===== src/rtl/mw_add_seq.sv =====
// rtl/mw_add_seq.sv - wide adder sequenced one WIDTH-bit slice per cycle
// through an external combinational slice adder on the add_* ports.
module mw_add_seq #(
  parameter int WIDTH = 8,
  parameter int WORDS = 4
) (
  input  logic                   clk,
  input  logic                   rst,
  input  logic                   start,
  input  logic [WIDTH*WORDS-1:0] op_a,
  input  logic [WIDTH*WORDS-1:0] op_b,
  input  logic                   cin_in,
  output logic                   busy,
  output logic                   done,
  output logic [WIDTH*WORDS-1:0] result,
  output logic                   cout_out,
  output logic                   ovf,
  output logic [WIDTH-1:0]       add_a,
  output logic [WIDTH-1:0]       add_b,
  output logic                   add_cin,
  input  logic [WIDTH-1:0]       add_s,
  input  logic                   add_cout
);

  localparam int IDXW = (WORDS > 1) ? $clog2(WORDS) : 1;

  typedef enum logic [1:0] {IDLE, RUN, DONE} state_t;

  state_t                      state_q, state_d;
  logic [IDXW-1:0]             idx_q, idx_d;
  logic                        carry_q, carry_d;
  logic [WORDS-1:0][WIDTH-1:0] a_q, a_d;
  logic [WORDS-1:0][WIDTH-1:0] b_q, b_d;
  logic [WORDS-1:0][WIDTH-1:0] res_q, res_d;
  logic                        cout_q, cout_d;
  logic                        ovf_q, ovf_d;
  logic                        a_msb, b_msb;

  assign a_msb    = a_q[WORDS-1][WIDTH-1];
  assign b_msb    = b_q[WORDS-1][WIDTH-1];
  assign busy     = (state_q == RUN);
  assign done     = (state_q == DONE);
  assign result   = res_q;
  assign cout_out = cout_q;
  assign ovf      = ovf_q;

  always_comb begin
    state_d = state_q;
    idx_d   = idx_q;
    carry_d = carry_q;
    a_d     = a_q;
    b_d     = b_q;
    res_d   = res_q;
    cout_d  = cout_q;
    ovf_d   = ovf_q;
    add_a   = '0;
    add_b   = '0;
    add_cin = 1'b0;
    case (state_q)
      IDLE: begin
        if (start) begin
          a_d     = op_a;
          b_d     = op_b;
          carry_d = cin_in;
          idx_d   = '0;
          res_d   = '0;
          state_d = RUN;
        end
      end
      RUN: begin
        add_a        = a_q[idx_q];
        add_b        = b_q[idx_q];
        add_cin      = carry_q;
        res_d[idx_q] = add_s;
        carry_d      = add_cout;
        // Overflow is judged on the top slice only: operand signs vs. sum sign.
        if (idx_q == IDXW'(WORDS - 1)) begin
          cout_d  = add_cout;
          ovf_d   = (a_msb == b_msb) && (add_s[WIDTH-1] != a_msb);
          state_d = DONE;
        end else begin
          idx_d = idx_q + 1'b1;
        end
      end
      DONE: state_d = IDLE;
      default: state_d = IDLE;
    endcase
  end

  always_ff @(posedge clk) begin
    if (rst) begin
      state_q <= IDLE;
      idx_q   <= '0;
      carry_q <= 1'b0;
      a_q     <= '0;
      b_q     <= '0;
      res_q   <= '0;
      cout_q  <= 1'b0;
      ovf_q   <= 1'b0;
    end else begin
      state_q <= state_d;
      idx_q   <= idx_d;
      carry_q <= carry_d;
      a_q     <= a_d;
      b_q     <= b_d;
      res_q   <= res_d;
      cout_q  <= cout_d;
      ovf_q   <= ovf_d;
    end
  end

endmodule

===== config.mk =====
export PLATFORM = sky130hd
export DESIGN_NAME = mw_add_seq
export DESIGN_NICKNAME = d
export VERILOG_FILES = /design/src/rtl/mw_add_seq.sv
export SDC_FILE = /design/constraint.sdc
export NUM_CORES = 1
export LEC_CHECK = 0
export CAP_MARGIN = 20
export CORE_MARGIN = 2
export CORE_UTILIZATION = 51
export DETAILED_ROUTE_END_ITERATION = 8
export PLACE_DENSITY = 0.86
export SLEW_MARGIN = 25
export SYNTH_ARGS = -nofsm -noshare
export SYNTH_HDL_FRONTEND = slang
export SYNTH_SLANG_ARGS = --single-unit

===== constraint.sdc =====
create_clock -name clk -period 2.8 [get_ports clk]
set_input_delay 0.56 -clock clk [delete_from_list [all_inputs] [get_ports clk]]
set_output_delay 0.56 -clock clk [all_outputs]
set_load 0.05 [all_outputs]

==> metrics.yaml <==
synthesis:
  ys_seq_area_share_pct: 47.5
  synth_nets: 552
  synthArstFlopShare_pct: 0
  yosys.area.top_type: "dfxtp_1"
  synth-main-ff-cell: "dfxtp_1"
  synth_enable_flop_cells: 0
  netlist_top_cells_area: "dfxtp_1 (47%), nand2_1 (12%), mux4_2 (8.3%)"
  yosysWarnings: 0
  ys_seq_elements: 103
  synth_cell_types: 36
  synth_top_area_share_pct: 47.5
  synthCells: 470
  syn_avg_cell_area_sq_um: 9.24
  syn_area_sq_mm: 0.00434
global_route:
  grt.total_usage_pct: 23.7
  grt_max_degree: 57
  grt_overflow: 0
  grt_pass1_wl_um: 17000
  antenna_found_initial: 0
  first_global_vias: 3564
min_path:
  hold_path.class: "flip-flop to flip-flop"
  worstHoldStart: "a_q[20]$_SDFFE_PP0P_"
detailed_routing:
  routed_wl_um: 10600
  route.detailed.drc: 0
  via_per_inst: 5.30
  drtPass1Iterations: 4
  routedWlPerCell_um: 15.3
  vias: 3678
  drt_iter0_markers: 193
  ant_nets: 0
timing:
  fmaxAchievable_mhz: 376
  relSlewSlack_pct: 65.4
  report.final.slew_viol_count: 0
  worst_pin_slew_ns: 0.518
  timing.setup.tns_ns: 0
  finClkSkew_ns: 0.00982
  fin_crit_ns: 2.66
  setup_viol: 0
  rsz0062_at_grt: "no"
  finalHoldViolations: 0
  finalCritPeriodShare_pct: 95.0
worst_setup_path:
  worstSetupStartpoint: "state_q[1]$_SDFFE_PP0P_"
  cp_max_fo: 9
  critPathMaxStageDelay_ns: 0.82
  worstPathRequired_ns: 2.24
  start_kind: "flip-flop"
  slowest_stage: "clkdlybuf4s50_1"
  cpLargestDelayFamily: "buffers and inverters"
  worst-path-buf-inv: 2
  cp_cell_sequence: "inv_1, nor2_1, clkdlybuf4s50_1"
  worstPathArrival_ns: 2.10
  crit_type: "flip-flop to output pin"
  timing.rr.start: "idx_q[1]$_SDFFE_PP0P_"
  endpoint_kind: "output pin"
placed_design:
  dp_hpwl_um: 7890
  port_buffers: 129
  dp_cells: 679
  routabilityCongestion: 0.797
cts:
  root_buffer: "clkbuf_8"
  cts_tree: "done"
  cts_buffers: 9
  clock_latency_ns: 0.36
  clk_pin_slew_worst_paths_ns: 0.10
  htree_levels: 3
  cts_num_sinks: 103
  cts_buffer_depth: 2
  hold_buffers: 0
die:
  die_h_um: 96.3
  rows: 33
  die-area_sq_mm: 0.00927
  core_area_sq_mm: 0.00822
  ios: 130
  die_x_um: 96.3
  initial_core_util_pct: 52.8
finish:
  finish.utilization_pct: 70.1
  areaGrowthSynthToFinish_pct: 32.6
  nFillCells: 638
  drive_above_1_share_pct: 11.9
  fin_cells: 694
  diodes: 0
  nets: 667
power_and_ir_drop:
  irDropWorstVdd_uv: 330
  seqPwrFrac_pct: 54.3
  powerDensity_mw_per_mm2: 503
  p_leak_nw: 2.11
  comb_power_share_pct: 16.8
  switchingPower_mw: 0.806
  power.internal_mw: 2.09
  p_clk_share_pct: 28.9
  sw_frac_of_total_pct: 27.8
job:
  drv_cap: 0
status:
  status: "finished clean"
[area by class of cell]
| type | instances | area, sq um | share of cell area, % |
|---|---|---|---|
| Tap cell | 105 | 131 | 2.28 |
| Inverter | 6 | 22.5 | 0.391 |
| Multi-Input combinational cell | 327 | 2050 | 35.5 |
| Timing Repair Buffer | 138 | 1320 | 23.0 |
| Clock inverter | 5 | 43.8 | 0.761 |
| Sequential cell | 103 | 2060 | 35.8 |
| Clock buffer | 10 | 128 | 2.22 |
[metrics by stage]
step | worst slack, ns | instance area [sq um] | hold slack (ns) | power (mW)
2_1_floorplan | 0.528 | 4340 | 0.433 | 1.91
3_3_place_gp | 0.460 | 5590 | 0.439 | 2.08
3_5_place_dp | 0.409 | 5590 | 0.444 | 2.10
4_1_cts | 0.0233 | 5760 | 0.457 | 2.91
5_1_grt | 0.0252 | 5760 | 0.472 | 3.01
6_report | 0.140 | 5760 | 0.456 | 2.90
[worst paths after layout]
kind,end,slack (ns),depth (start not counted)
max reg2reg,result[8]$_SDFFE_PP0P_,0.61,6
min,a_q[20]$_SDFFE_PP0P_,0.46,2
min reg2reg,a_q[20]$_SDFFE_PP0P_,0.46,2
max,done,0.14,3
[power by group through the flow]
stage / Clock (mW) / Combinational [mW] / Sequential (mW)
6_report: 0.837 / 0.487 / 1.58
5_1_grt: 0.903 / 0.526 / 1.58
4_1_cts: 0.844 / 0.488 / 1.57
3_5_place_dp: 0 / 0.487 / 1.61
3_3_place_gp: 0 / 0.478 / 1.60
2_1_floorplan: 0 / 0.287 / 1.62
[cells in the mapped netlist, types with 2 or more instances]
cell type / count
o2bb2ai_1: 24
a21oi_1: 67
a21oi_4: 2
nand3_1: 3
nand2_1: 142
and2_1: 16
dfxtp_1: 103
buf_2: 14
nor3b_1: 2
mux2_2: 2
inv_1: 5
buf_6: 9
mux2i_1: 8
nand2b_1: 17
ha_1: 5
a31oi_1: 2
mux4_2: 16
a21oi_2: 2
nor2_1: 5
clkbuf_1: 10
[registers in the layout, summed over array words and instances (netlist names)]
name,count
a_msb,1
a_q,31
b_msb,1
b_q,31
carry_q,1
cout_out,1
idx_q,2
ovf,1
result,32
state_q,2
[cells by family after synthesis]
group	share of synthesized area, %
flip-flops	47.5
AO/OA/AOI/OAI	14.9
multiplexers	11.0
AND/OR/NAND/NOR	19.7
adder cells (fa/ha/maj)	1.44
buffers and inverters	5.50
[tightest hold or removal path: cells and delay by family, from the launching register on]
kind,cells,cell delay [ns]
flip-flops,1,0.32
AND/OR/NAND/NOR,1,0.05
AO/OA/AOI/OAI,1,0.05
[placed cells by master, fill, tap and decap left out, types with 2 or more instances in the layout]
cell type,netlist,layout
nand2_1,142,142
clkdlybuf4s50_1,0,111
dfxtp_1,103,102
a21oi_1,67,67
buf_4,1,25
o2bb2ai_1,24,24
nand2b_1,17,17
mux4_2,16,16
and2_1,16,16
clkbuf_8,0,9
mux2i_1,8,8
inv_1,5,5
nor2_1,5,5
ha_1,5,5
nand3_1,3,3
a21oi_4,2,2
mux2_2,2,2
a21oi_2,2,2
a31oi_1,2,2
clkinvlp_4,0,2
[timing repair]
item,CTS,global route
endpoints found under the setup margin,0,1
buffers inserted,0,0
gates resized for setup,0,1
[routing by layer]
| metal | GRT usage [%] | share of wire (%) | wire [um] |
|---|---|---|---|
| met1 | 30.3 | 43 | 4580 |
| met2 | 41.0 | 51 | 5380 |
| met3 | 3.76 | 5.1 | 538 |
| met4 | 7.26 | 1.2 | 127 |
| met5 | 0 | 0 | 0 |
Power figures use the tool's default switching activity.
